File: config.mk
export PLATFORM = sky130hd
export DESIGN_NAME = demux1_8_sipo
export DESIGN_NICKNAME = d
export VERILOG_FILES = /design/src/rtl/demux8_pkg.sv /design/src/rtl/demux1_8_dec.sv /design/src/rtl/demux1_8_sipo.sv
export SDC_FILE = /design/constraint.sdc
export NUM_CORES = 1
export LEC_CHECK = 0
export BUFFER_PORTS_ARGS = -buffer_cell sky130_fd_sc_hd__buf_2
export CORE_MARGIN = 2
export CORE_UTILIZATION = 25
export CTS_CLUSTER_DIAMETER = 100
export DETAILED_ROUTE_END_ITERATION = 12
export GPL_ROUTABILITY_DRIVEN = 1
export PLACE_DENSITY_LB_ADDON = 0.1
export SYNTH_ARGS = -nofsm -noshare
export SYNTH_HDL_FRONTEND = slang
export SYNTH_SLANG_ARGS = --single-unit
File: constraint.sdc
create_clock -name clk -period 3.9 [get_ports clk]
set_input_delay 0.585 -clock clk [delete_from_list [all_inputs] [get_ports clk]]
set_output_delay 0.585 -clock clk [all_outputs]
set_load 0.005 [all_outputs]
File: src/rtl/demux8_pkg.sv
// Shared constants and state encoding for the 1:8 serial-to-parallel demultiplexer.
package demux8_pkg;

    localparam int LANES = 8;
    localparam int SEL_W = 3;

    typedef enum logic {
        FILL = 1'b0,
        FULL = 1'b1
    } demux_state_t;

endpackage

File: src/rtl/demux1_8_dec.sv
// One-hot lane write-enable decoder: purely combinational, zero latency.
// When en_i is low, no lane is enabled, so it never stalls anything itself.
module demux1_8_dec
    import demux8_pkg::*;
(
    input  logic [SEL_W-1:0] sel_i,
    input  logic             en_i,
    output logic [LANES-1:0] we_o
);

    always_comb begin
        we_o = '0;
        if (en_i) begin
            we_o[sel_i] = 1'b1;
        end
    end

endmodule

File: src/rtl/demux1_8_sipo.sv
// Collects 8 serial samples into lanes; out_valid rises one cycle after the 8th accept.
// While a word is held, din_ready stays low until out_ready is seen, giving 8 samples per 9 cycles.
module demux1_8_sipo
    import demux8_pkg::*;
#(
    parameter int WIDTH = 1
) (
    input  logic                   clk,
    input  logic                   rst,
    input  logic [WIDTH-1:0]       din,
    input  logic                   din_valid,
    output logic                   din_ready,
    input  logic                   flush,
    output logic [LANES*WIDTH-1:0] y,
    output logic [SEL_W-1:0]       sel,
    output logic                   out_valid,
    input  logic                   out_ready
);

    demux_state_t           state_q;
    logic [SEL_W-1:0]       sel_q;
    logic                   out_valid_q;
    logic [LANES*WIDTH-1:0] lanes_q;
    logic [LANES*WIDTH-1:0] lanes_d;
    logic [LANES-1:0]       lane_we;
    logic                   accept;

    // din_ready is decoded from state alone so the source never sees a path from out_ready.
    assign din_ready = (state_q == FILL);
    assign accept    = din_valid && din_ready && !flush;

    demux1_8_dec u_dec (
        .sel_i (sel_q),
        .en_i  (accept),
        .we_o  (lane_we)
    );

    always_comb begin
        lanes_d = lanes_q;
        for (int i = 0; i < LANES; i++) begin
            if (lane_we[i]) begin
                lanes_d[i*WIDTH +: WIDTH] = din;
            end
        end
    end

    always_ff @(posedge clk or posedge rst) begin
        if (rst) begin
            lanes_q <= '0;
        end else begin
            lanes_q <= lanes_d;
        end
    end

    // Flush keeps lane contents; only the pointer and the pending word are discarded.
    always_ff @(posedge clk or posedge rst) begin
        if (rst) begin
            state_q     <= FILL;
            sel_q       <= '0;
            out_valid_q <= 1'b0;
        end else if (flush) begin
            state_q     <= FILL;
            sel_q       <= '0;
            out_valid_q <= 1'b0;
        end else begin
            case (state_q)
                FILL: begin
                    if (accept) begin
                        sel_q <= sel_q + SEL_W'(1);
                        if (sel_q == SEL_W'(LANES - 1)) begin
                            state_q     <= FULL;
                            out_valid_q <= 1'b1;
                        end
                    end
                end
                FULL: begin
                    if (out_ready) begin
                        state_q     <= FILL;
                        out_valid_q <= 1'b0;
                    end
                end
                default: begin
                    state_q     <= FILL;
                    out_valid_q <= 1'b0;
                end
            endcase
        end
    end

    assign y         = lanes_q;
    assign sel       = sel_q;
    assign out_valid = out_valid_q;

endmodule
==> impl_results.md, run 1 <==
- Largest net degree at the start of global routing: 14
- DRT iter0 DRCs: 5
- Pre-CTS setup slack: 2230 ps
- GRT overflow: 0
- Via count: 439
- Nets@finish: slightly above 80
- Routed vias/inst: 4.35
- Ys async rst share: 100%
- Period utilization: 38.9%
- Post-Syn Area per Cell: 12.0 um2
- Wirelength, routed: around 1200 um
- Maxcap violations: 0
- Share of the synthesized area in the top cell type: 53.3%
- Mapped Cells: between 50 and 60
- Global placer's final weighted congestion: 0.637
- Pwr/cell area: approximately 390 mW/mm2
- Die width: 53.4 um
- Largest area contributor in the netlist: dfrtp_1
- Internal power consumption: 0.000218 W
- Unrepaired setup endpoints after global routing: false
- # clock sinks: 13
- Netlist cell types: 16
- Max-slew headroom: 65.5%
- Worst-Margin Slew: approximately 520 ps
- Yosys warns: 0
- Hold Vio Cnt, Final: 0
- Fill cell count: 249
- Clk pin slew, worst setup/hold paths: roughly 80 ps
- Initial core utilization: between 20% and 30%
- Main synth FF type: dfrtp_1
- CP max FO: 6
- Arr. time, crit path: between 900 and 1000 ps
- First-pass GRT wire length: roughly 1900 um
- Post-synth top cells: dfrtp_1 (13), nand2_1 (9), mux2_1 (4), nor2_1 (4)
- Endpoints failing setup: 0
- Hpwl dp: 892 um
- Vias in the first global route: 396
- Hold-fix buffers at CTS: 0
- Req. time, crit path: ~3300 ps
- Post-Synthesis Cell Area: just over 600 um2
- Leak Pwr: 0.399 nW
- Antenna diode count: 0
- Clock group share of total power: between 20% and 30%
- Sequential share of the synthesized area: between 50% and 60%
- Die ar.: about 0.0029 mm2
- Fin. max-slew vios: 0
- Hold Crit Class: in2async
- Num CTS Buffers: 3
- Run status: finished clean
- CP endpoint kind: output pin
- Max frequency: about 660 MHz
- Reg power frac: 54.9%
- GRT Resource Usage Total: 10.2%
- First-pass DRT Iterations: 4
- Setup TNS Final: 0 ps
- Clk buf depth: 2
- Critical path type: reg2out
- Wire per inst: 11.6 um
- Min cycle time layout: 1520 ps
- Mapped Nets: 59
- Clock Latency Late Sink: around 270 ps
- Core area: 0.00225 mm2
- Final setup margin: ~2400 ps
- Synth Register Bits: 13
- Layout cell share with drive strength beyond 1: between 30 and 40%
- DR DRC count: 0
- I/O pin count: 19
- Area delta synth->final: 24.8%
- CTS tree: yes
- Worst vdd ir: between 0.15 and 0.2 mV
- Post-CTS resize count: 0
- H-tree depth: 1
- Top-count cell post-synth: dfrtp_1
- Startpoint types: flip-flop
- Final ANT Viol Nets: 0
- Std cell rows: 17
- CTS Root Cell: clkbuf_4
- Final Skew: 1.08 ps
- Post-synth EDFFs: 0
- Ranking of synthesized cells by area: dfrtp_1 (53%), mux2_1 (7.4%), nand2_1 (5.5%)
- Initial antenna violation count: 0
- Psw: 0.0000757 W
- Post-CTS Setup Inserts: 0
- Comb pwr share: 16.6%
- I/O Buffers: 18
- Die span in y: about 53 um
- Sw frac: 25.8%
==> placed cells by master (no fill, tap or decap), types with 2 or more instances in the layout <==
cell / synthesis / routed
nand3_1: 2 / 2
nand2_1: 9 / 9
clkbuf_4: 0 / 3
nor2_1: 4 / 4
ha_1: 2 / 2
nor2b_1: 3 / 3
mux2_2: 3 / 3
buf_2: 0 / 18
dfrtp_1: 13 / 13
mux2_1: 4 / 4
a21oi_1: 2 / 2
inv_1: 2 / 2
mux2i_1: 2 / 2
==> power by group through the flow <==
stage          sequential (W)  combinational (W)   clock, W
3_5_place_dp         0.000165          0.0000499          0
5_1_grt              0.000165          0.0000552  0.0000987
3_3_place_gp         0.000164          0.0000504          0
4_1_cts              0.000162          0.0000503  0.0000888
2_1_floorplan        0.000165          0.0000237          0
6_report             0.000161          0.0000488  0.0000835
==> cell type report <==
| class | count | area, um2 | share of cell area [%] |
|---|---|---|---|
| Sequential cell | 13 | 325 | 42.7 |
| Multi-Input combinational cell | 36 | 278 | 36.5 |
| Timing Repair Buffer | 18 | 90.1 | 11.8 |
| Tap cell | 28 | 35.0 | 4.60 |
| Clock buffer | 4 | 26.3 | 3.45 |
| Inverter | 2 | 7.51 | 0.985 |
==> worst paths after layout <==
path | from | endpoint | slack [ps] | cells after the start
min in group clk | y[0] | y[0] | 500 | 1
hold / removal | rst | out_valid | 330 | 2
setup / recovery | state_q | din_ready | 2380 | 2
hold reg to reg | y[0] | y[0] | 500 | 1
max in group asynchronous | rst | sel[2] | 3230 | 2
setup reg to reg | sel[0] | y[6] | 2490 | 3
==> critical path, stage by stage, from the launching register on <==
cell	delay [ps]
dfrtp_1	480
inv_1	60
buf_2	120
==> kinds of logic (layout without fill, tap and decap cells) <==
logic type,count (synthesis),in the layout,share of synthesized area [%]
AND/OR/NAND/NOR,21,21,19.7
flip-flops,13,13,53.3
multiplexers,10,10,18.6
adder cells (fa/ha/maj),2,2,4.10
AO/OA/AOI/OAI,2,2,1.64
buffers and inverters,2,24,1.23
XOR/XNOR,1,1,1.43
==> through the flow <==
step	util (%)	power [W]	instances	instance area, um2	hold slack [ps]
after global routing	33.8	0.000319	101	762	361
after CTS	33.8	0.000301	101	762	341
after floorplan	-	0.000189	51	611	462
after detailed placement	32.6	0.000215	97	736	484
final	33.8	0.000293	101	762	327
after global placement	32.6	0.000214	97	736	471
==> layer usage <==
metal	global-route usage [%]	up-vias	part of all wire (%)
met4	6.41	0	1.4
met2	13.4	14	45
li1	-	218	-
met5	0	-	0
met3	6.21	2	7.8
met1	12.3	205	45
==> state kept, by name, summed over array words and instances (netlist names) <==
register   count
out_valid      1
state_q        1
y              8
sel            3
Note: power is estimated with default switching activity, not from simulation.
==> inputs of run 2 (changes only) <==
--- a/config.mk
+++ b/config.mk
@@ -5,6 +5,7 @@
 export SDC_FILE = /design/constraint.sdc
 export NUM_CORES = 1
 export LEC_CHECK = 0
+export ABC_AREA = 1
 export BUFFER_PORTS_ARGS = -buffer_cell sky130_fd_sc_hd__buf_2
 export CORE_MARGIN = 2
 export CORE_UTILIZATION = 25
==> constraint.sdc (replaced) <==
create_clock -name clk -period 1.4 [get_ports clk]
set_input_delay 0.21 -clock clk [delete_from_list [all_inputs] [get_ports clk]]
set_output_delay 0.21 -clock clk [all_outputs]
set_load 0.005 [all_outputs]
==> run 2 against run 1 <==
Core utilization down 1.4 points. Synthesized cell count up 61%. Clock power rose to 2.8 times the previous value. Clock-buffer cell count unchanged. Largest cell class unchanged. Largest power group unchanged.
==> impl_results.md, run 2 <==
- Pwr/cell area: 1020 mW/mm2
- Critical path type: reg2reg
- Maxcap violations: 0
- Wire per inst: approximately 10 um
- Mapped Nets: 90
- Comb pwr share: about 18%
- Routed vias/inst: around 4.2
- Std cell rows: 18
- Hold Crit Depth: 4
- Num CTS Buffers: 3
- Largest net degree at the start of global routing: 20
- GRT Resource Usage Total: 9.82%
- Final Skew: 0.640 ps
- Initial antenna violation count: 0
- DR DRC count: 0
- H-tree depth: 1
- Ranking of synthesized cells by area: dfrtp_1 (49%), nand2_1 (19%), nand3_1 (5.2%)
- Multi-input gate area: about 290 um2
- Initial core utilization: roughly a quarter
- Final Hold Slack: 198 ps
- GRT overflow: 0
- CP endpoint kind: flip-flop
- Share of the synthesized area in the top cell type: 48.7%
- Post-Synthesis Cell Area: around 670 um2
- Ys async rst share: 100%
- Worst vdd ir: 0.405 mV
- Post-synth top cells: nand2_1 (34), dfrtp_1 (13), nor2_1 (8)
- Via count: 561
- Internal power consumption: roughly 0.00059 W
- Post-CTS resize count: 0
- Reg area: 325 um2
- Min cycle time layout: 1190 ps
- Most common cell after layout, fill and taps aside: nand2_1
- Unrepaired setup endpoints after global routing: false
- Main synth FF type: dfrtp_1
- Arr. time, crit path: 1340 ps
- Fill cell count: roughly 290
- Worst-Margin Slew: 533 ps
- Clk buf depth: 2
- Clock Latency Late Sink: approximately 270 ps
- Worst reg-to-reg path cell count: 4
- Clock group share of total power: 28.1%
- CTS Root Cell: clkbuf_4
- Vias in the first global route: about 560
- Yosys warns: 0
- Finished Core Util: 32.4%
- First-pass GRT wire length: ~2400 um
- Synth Register Bits: 13
- Wirelength, routed: roughly 1400 um
- Max frequency: 840 MHz
- Area delta synth->final: 21.2%
- Post-CTS Setup Inserts: 0
- Global placer's final weighted congestion: between 0.7 and 0.8
- Max FFs per register: 8
- Clk pin slew, worst setup/hold paths: 80 ps
- Req. time, crit path: 1550 ps
- Die span in y: 55.7 um
- Reg power frac: a little over half
- Core area: 0.00250 mm2
- Hold Vio Cnt, Final: 0
- DRT iter0 DRCs: 12
- Die ar.: 0.00310 mm2
- Post-synth EDFFs: 0
- Top-count cell post-synth: nand2_1
- Finished Layout Cells: 133
- Nets@finish: 112
- Psw: between 0.0002 and 0.00025 W
- Run status: finished clean
- Netlist cell types: 16
- CP startpoint: sel[0]
- Largest area contributor in the netlist: dfrtp_1
- Antenna diode count: 0
- First-pass DRT Iterations: 2
- Sw frac: 28.1%
- Leak Pwr: 0.446 nW
- Mapped Cells: 82
- CTS tree: yes
- Startpoint types: flip-flop
- Hpwl dp: 1030 um
- Final ANT Viol Nets: 0
- Most frequent cells in the layout: nand2_1 (34), buf_2 (18), dfrtp_1 (13)
- Period utilization: 85.0%
- Dpl cells: about 130
- Hold Crit Class: in2reg
- I/O pin count: 19
- Max-slew headroom: 64.4%
- Hold-fix buffers at CTS: 1
- Fin. max-slew vios: 0
- # clock sinks: 13
- Endpoints failing setup: 0
- Post-Syn Area per Cell: 8.15 um2
- Die width: 55.7 um
- Sequential share of the synthesized area: between 40% and 50%
- Layout cell share with drive strength beyond 1: between 20% and 30%
- Setup TNS Final: 0 ps
- CP max FO: 7
- Reg2reg start: sel[0]
- I/O Buffers: 18
- Hold path startpoint: out_ready
[run 2: changes by cell type in the layout (fill, tap and decap cells not counted), sizes merged, moves of 2 or more]
cell	previous run	this run
nand3	2	8
o21ai	0	3
nand2	9	35
inv	2	7
nor2	4	9
mux2i	2	0
mux2	8	0
nor2b	3	0
[run 2: path summary, 6_finish.rpt]
| kind | endpoint | slack [ps] |
|---|---|---|
| max | sel[2] | 210 |
| max reg2reg | sel[2] | 210 |
| min | state_q | 200 |
| max in group asynchronous | sel[1] | 540 |
| min in group asynchronous | y[4] | 510 |
| min reg2reg | y[3] | 470 |
[run 2: layout make-up]
cell class,count,share of cell area [%]
inverter,7,3.25
tap,30,4.64
sequential,13,40.2
timing repair buffer,19,12.4
clock buffer,4,3.25
multi-input combinational,60,36.3
[run 2: stage by stage]
step	power, W	setup WS [ps]	area (um2)
final	0.000822	210	810
after global routing	0.000893	102	810
after CTS	0.000845	199	810
after detailed placement	0.000601	226	773
after global placement	0.000601	247	773
after floorplan	0.000538	267	668
[run 2: power groups by stage]
| stage | Combinational [W] | Clock (W) | Sequential [W] |
|---|---|---|---|
| floorplan | 0.0000833 | 0 | 0.000454 |
| global placement | 0.000152 | 0 | 0.000449 |
| detailed placement | 0.000150 | 0 | 0.000451 |
| CTS | 0.000153 | 0.000249 | 0.000443 |
| global route | 0.000175 | 0.000269 | 0.000449 |
| finish | 0.000149 | 0.000231 | 0.000442 |
[run 2: cells by family (layout without fill, tap and decap cells)]
logic type / Yosys count / in the layout / share of synthesized area, %
AND/OR/NAND/NOR: 53 / 53 / 36.0
flip-flops: 13 / 13 / 48.7
buffers and inverters: 9 / 30 / 7.30
AO/OA/AOI/OAI: 5 / 5 / 4.31
adder cells (fa/ha/maj): 2 / 2 / 3.74
[run 2: per-layer routing]
metal  track usage [%]  part of all wire (%)  up-vias
li1                  -                     -      296
met1              13.3                    52      252
met2              15.0                    43       11
met3              2.09                   3.9        2
met4              4.18                   1.0        0
met5                 0                     0        -
[run 2: worst max-delay path: stages (launching register included)]
cell and delay [ps]:
dfrtp_1 450, ha_1 230, ha_1 260, nand2_1 60, o21ai_0 70
